**src/rtl/uart_fast_read_if.sv**
```systemverilog
// uart_fast_read_if: serial receive line plus the received-byte result bus.
//   rxd          - serial line into the receiver (idle high)
//   word         - last received data byte
//   valid        - one-cycle pulse when a frame completes
//   parity_error - qualified by valid; received parity bit differs from ^word
//   frame_error  - qualified by valid; stop-bit sample was 0
//   busy         - receiver is inside a frame
// slave modport is the receiver's view; master modport is the line driver / consumer.
interface uart_fast_read_if;
    logic       rxd;
    logic [7:0] word;
    logic       valid;
    logic       parity_error;
    logic       frame_error;
    logic       busy;

    modport master (
        output rxd,
        input  word, valid, parity_error, frame_error, busy
    );

    modport slave (
        input  rxd,
        output word, valid, parity_error, frame_error, busy
    );
endinterface

```
**src/rtl/uart_fast_read.sv**
```systemverilog
// uart_fast_read: UART receiver for 11-bit frames (start 0, 8 data bits LSB
// first, even parity, stop 1). Samples each bit once at HALF + k*N cycles after
// the first low sample seen in IDLE; no oversampling or synchroniser.
// Ports:
//   clk   - sole clock, rising edge
//   reset - synchronous, active high
//   rx    - uart_fast_read_if.slave: rxd in; word/valid/parity_error/
//           frame_error/busy out
module uart_fast_read #(
    parameter int unsigned CLKS_PER_BIT = 1
) (
    input  logic              clk,
    input  logic              reset,
    uart_fast_read_if.slave   rx
);

    localparam int unsigned HALF      = (CLKS_PER_BIT - 1) / 2;
    localparam logic [7:0]  LAST      = 8'(CLKS_PER_BIT - 1);
    // START is entered one cycle after t0, so its sample lands at count HALF-1.
    localparam logic [7:0]  HALF_LAST = 8'((HALF == 0) ? 0 : HALF - 1);

    typedef enum logic [2:0] {
        IDLE,
        START,
        DATA,
        PARITY,
        STOP,
        WAIT_HIGH
    } state_t;

    state_t     state, state_n;
    logic [7:0] cnt, cnt_n;
    logic [2:0] idx, idx_n;
    logic [7:0] sreg, sreg_n;
    logic       par, par_n;
    logic [7:0] word_r, word_n;
    logic       valid_r, valid_n;
    logic       pe_r, pe_n;
    logic       fe_r, fe_n;

    always_ff @(posedge clk) begin
        if (reset) begin
            state   <= IDLE;
            cnt     <= '0;
            idx     <= '0;
            sreg    <= '0;
            par     <= 1'b0;
            word_r  <= '0;
            valid_r <= 1'b0;
            pe_r    <= 1'b0;
            fe_r    <= 1'b0;
        end else begin
            state   <= state_n;
            cnt     <= cnt_n;
            idx     <= idx_n;
            sreg    <= sreg_n;
            par     <= par_n;
            word_r  <= word_n;
            valid_r <= valid_n;
            pe_r    <= pe_n;
            fe_r    <= fe_n;
        end
    end

    always_comb begin
        state_n = state;
        cnt_n   = cnt;
        idx_n   = idx;
        sreg_n  = sreg;
        par_n   = par;
        word_n  = word_r;
        valid_n = 1'b0;
        pe_n    = pe_r;
        fe_n    = fe_r;

        case (state)
            IDLE: begin
                if (!rx.rxd) begin
                    cnt_n = '0;
                    idx_n = '0;
                    // With HALF = 0 this low sample is itself the start sample.
                    if (HALF == 0) state_n = DATA;
                    else           state_n = START;
                end
            end

            START: begin
                if (cnt == HALF_LAST) begin
                    cnt_n = '0;
                    idx_n = '0;
                    if (!rx.rxd) state_n = DATA;
                    else         state_n = IDLE;   // glitch: false start
                end else begin
                    cnt_n = cnt + 8'd1;
                end
            end

            DATA: begin
                if (cnt == LAST) begin
                    cnt_n  = '0;
                    // Shift in from the MSB side so bit 0 ends up at sreg[0].
                    sreg_n = {rx.rxd, sreg[7:1]};
                    idx_n  = idx + 3'd1;
                    if (idx == 3'd7) state_n = PARITY;
                end else begin
                    cnt_n = cnt + 8'd1;
                end
            end

            PARITY: begin
                if (cnt == LAST) begin
                    cnt_n   = '0;
                    par_n   = rx.rxd;
                    state_n = STOP;
                end else begin
                    cnt_n = cnt + 8'd1;
                end
            end

            STOP: begin
                if (cnt == LAST) begin
                    cnt_n   = '0;
                    word_n  = sreg;
                    valid_n = 1'b1;
                    pe_n    = par ^ (^sreg);
                    fe_n    = !rx.rxd;
                    // A low stop means a break may be in progress; wait for idle.
                    state_n = rx.rxd ? IDLE : WAIT_HIGH;
                end else begin
                    cnt_n = cnt + 8'd1;
                end
            end

            WAIT_HIGH: begin
                if (rx.rxd) state_n = IDLE;
            end

            default: state_n = IDLE;
        endcase
    end

    assign rx.word         = word_r;
    assign rx.valid        = valid_r;
    assign rx.parity_error = pe_r;
    assign rx.frame_error  = fe_r;
    assign rx.busy         = (state == START) || (state == DATA) ||
                             (state == PARITY) || (state == STOP);

endmodule

```
**src/flat_wrapper.sv**
```systemverilog
// flat-port wrapper written by rule: the top's interface ports become plain ports
module uart_fast_read_flat 
#(
    parameter int unsigned CLKS_PER_BIT = 1
)
  (clk, reset, rx_rxd, rx_word, rx_valid, rx_parity_error, rx_frame_error, rx_busy);
  uart_fast_read_if rx_i ();
  input  logic clk;
  input  logic reset;
  input wire logic [$bits(rx_i.rxd)-1:0] rx_rxd;
  output wire logic [$bits(rx_i.word)-1:0] rx_word;
  output wire logic [$bits(rx_i.valid)-1:0] rx_valid;
  output wire logic [$bits(rx_i.parity_error)-1:0] rx_parity_error;
  output wire logic [$bits(rx_i.frame_error)-1:0] rx_frame_error;
  output wire logic [$bits(rx_i.busy)-1:0] rx_busy;
  assign rx_i.rxd = rx_rxd;
  assign rx_word = rx_i.word;
  assign rx_valid = rx_i.valid;
  assign rx_parity_error = rx_i.parity_error;
  assign rx_frame_error = rx_i.frame_error;
  assign rx_busy = rx_i.busy;
  uart_fast_read #(.CLKS_PER_BIT(CLKS_PER_BIT)) u_core (.clk(clk), .reset(reset), .rx(rx_i));
endmodule
```
**config.mk**
```make
export PLATFORM = sky130hd
export DESIGN_NAME = uart_fast_read_flat
export DESIGN_NICKNAME = d
export VERILOG_FILES = /design/src/rtl/uart_fast_read_if.sv /design/src/rtl/uart_fast_read.sv /design/src/flat_wrapper.sv
export SDC_FILE = /design/constraint.sdc
export NUM_CORES = 1
export LEC_CHECK = 0
export CORE_MARGIN = 1
export CORE_UTILIZATION = 50
export CTS_BUF_LIST = sky130_fd_sc_hd__clkbuf_8
export DETAILED_ROUTE_END_ITERATION = 7
export PLACE_DENSITY = 0.71
export SYNTH_ARGS = -nofsm -noshare
export SYNTH_HDL_FRONTEND = slang
export SYNTH_SLANG_ARGS = --single-unit
```
**constraint.sdc**
```tcl
create_clock -name clk -period 4.8 [get_ports clk]
set_input_delay 0.96 -clock clk [delete_from_list [all_inputs] [get_ports clk]]
set_output_delay 0.96 -clock clk [all_outputs]
set_load 0.1 [all_outputs]
```
==> impl_results.md <==
* Status: completed
* Register area share after synthesis at 42.6%
* #FFs+latches synth at 34
* Total iterations of the first detailed-routing run at 4
* Setup crit end: rx_busy
* Die Ht at 58.5 um
* Mapped Nets at 179
* PwrDens at 299 nW/um^2
* P&R area growth vs syn at 15.4%
* Post-Layout Cell Count at 228
* Asr flop ratio synth at 0%
* Io pins at 15
* Num rows at 20
* TritonCTS clock tree: built
* Placed insts at 220
* Critical path cell sequence: nor2_1, xnor2_1, clkdlybuf4s50_1
* Crit path max fanout at 15
* Skew final at 0.00150 ns
* Vias in the first global route at 1162
* Starting Density at 52.3%
* Area occupied by multi-input gates at 862 um^2
* R2R Setup Slk at 2.44 ns
* Postcts setup bufs at 0
* Num CTS Buffers at 5
* Max_slew headroom at 35.0%
* GPL Wtd Cong at 0.804
* Reg2reg start: u_core.cnt[0]
* Clock Tree Buf Depth at 2
* Storage cell area at 681 um^2
* Std-Cell Core Area at 3050 um^2
* Netlist Area Pre-Place at 1600 um^2
* First DRT Iteration DRCs at 46
* Setup WS post-layout at 1.35 ns
* Fin. Hold Viols at 0
* CP peak stage delay at 1.19 ns
* Die ar. at 3430 um^2
* Global-route wire length before repair at 4950 um
* Pleak at 0.000815 uW
* Grt total ovfl at 0
* Clock Latency Late Sink at 0.28 ns
* CP Launch Type: register
* Final TNS setup at 0 ns
* CP Data Arrival Time at 2.49 ns
* CP Launch Point: u_core.state[1]
* Port Buf Inserts at 14
* CTS Hold Bufs at 0
* Global Route Usage Sum at 19.8%
* Vias at 1215
* Peak VDD IR at 223 uV
* Root Buffer: clkbuf_8
* Via density at 5.33
* Max-cap violations at 0
* Worst hold-check path type: register to register
* Yosys Warn Count at 0
* ANT cells at 0
* Post-DRT Antenna Nets at 0
* Share of layout cells above drive strength 1 at 5.98%
* CP Data Required Time at 3.84 ns
* Post-Route WL at 2930 um
* Dpl ws at 1.64 ns
* Dominant synthesized flop cell: dfxtp_1
* WL per Instance at 12.9 um
* Post-synth EDFFs at 0
* CTS Sinks at 34
* Post-CTS Resized at 0
* Overall Power at 551 uW
* Mapped Avg Cell Area at 9.29 um^2
* Clk slew on worst S/H paths at 0.06 ns
* Commonest non-fill, non-tap cell in the layout: dfxtp_1
* Slowest CP cell: clkdlybuf4s50_1
* H-tree depth at 2
* CP Class: register to primary output
* Max-slew violation count at 0
* Tcrit/Tclk final at 71.9%
* Die X at 58.5 um
* Distinct cells, synth at 39
* Cells after Synth at 172
* Critical Path End Type: primary output
* Final setup fails at 0
* Drt drc at 0
* Worst Tran Pin Value at 0.972 ns
* F_max at 0.290 GHz
* RSZ-0062 raised after global routing: false
* Tmin final at 3.45 ns
* DP Wirelength at 2020 um
* Most frequent cells in the layout: 34 x dfxtp_1, 27 x nor2_1, 19 x mux2i_1, 14 x clkdlybuf4s50_1, 8 x a21oi_1
* Filler Cells Inserted at 282
* Largest net degree at the start of global routing at 29
* Antenna violations before repair at 0
* RR Endpoint: u_core.rx.parity_error
* Nets at 190
* R2R cell count at 6
[flip-flops by register name, summed over array words and instances (netlist names)]
name                    count
u_core.rx.valid             1
u_core.rx.parity_error      1
u_core.rx.frame_error       1
u_core.rx.word              8
u_core.sreg                 8
u_core.idx                  3
u_core.par                  1
u_core.cnt                  8
u_core.state                3
[worst max-delay path, delay by kind of cell (launching register included)]
kind,cells,cell delay (ns)
and+or+nand+nor,1,0.15
buffers and inverters,1,1.19
DFF,1,0.59
xor gates and xnor gates,1,0.27
[report_power, final]
part	switching, uW	internal (uW)	total [uW]	leakage (uW)
sequential	5.90	286	291	0.000275
clock	98.5	113	212	0.0000524
combinational	29.7	17.7	47.4	0.000488
[per-layer routing]
layer	track usage, %	up-vias	share of wire [%]
li1	-	619	-
met1	21.6	577	46
met3	6.15	5	3.3
met5	0	-	0
met4	12.2	0	2.2
met2	33.5	14	49
[layout make-up]
cell class,count,share of cell area [%]
sequential,34,36.9
clock inverter,2,0.475
clock buffer,6,4.48
timing repair buffer,14,7.60
multi-input combinational,124,46.7
inverter,4,0.814
tap,44,2.99
[cell families (layout without fill, tap and decap cells)]
family                     Yosys count  after routing  share of synthesized area [%]
AOI/OAI and AO/OA                   23             23                           8.85
xor gates and xnor gates            13             13                           7.99
adders and majority gates            4              4                           3.13
buffers and inverters               14             26                           3.45
DFF                                 34             34                           42.6
muxes                               19             19                           11.9
and+or+nand+nor                     65             65                           22.1
[cell usage after synthesis (2+ instances only)]
master | number | area share [%]
nand4_1 | 5 | 2.0
nand2_1 | 6 | 1.4
nor2b_1 | 2 | 0.78
and2_1 | 3 | 1.2
or3_1 | 3 | 1.2
inv_1 | 4 | 0.94
mux2i_1 | 19 | 12
nand3_1 | 7 | 2.2
nor2_1 | 27 | 6.3
xnor2_1 | 5 | 2.7
clkbuf_1 | 8 | 1.9
xor2_1 | 7 | 3.8
o21ai_0 | 5 | 1.6
ha_1 | 4 | 3.1
a31oi_1 | 2 | 0.78
dfxtp_1 | 34 | 43
a21oi_1 | 8 | 2.5
buf_2 | 2 | 0.63
[stage by stage]
stage | utilization, % | hold slack [ns] | area, um^2
CTS | 60.4 | 0.494 | 1840
finish | 60.4 | 0.488 | 1840
global route | 60.4 | 0.515 | 1840
floorplan | - | 0.453 | 1600
detailed placement | 57.4 | 0.483 | 1750
global placement | 57.4 | 0.464 | 1750
[worst min-delay path by stage]
stage                                 startpoint                     end  slack (ns)  cells past startpoint
after floorplan                    u_core.idx[1]           u_core.idx[1]        0.45                      2
after global placement             u_core.idx[2]           u_core.idx[2]        0.46                      2
after detailed placement  u_core.rx.parity_error  u_core.rx.parity_error        0.48                      2
after CTS                          u_core.idx[2]           u_core.idx[2]        0.49                      2
after global routing               u_core.idx[1]           u_core.idx[1]        0.52                      2
final                              u_core.idx[2]           u_core.idx[2]        0.49                      2
Power figures use the tool's default switching activity.
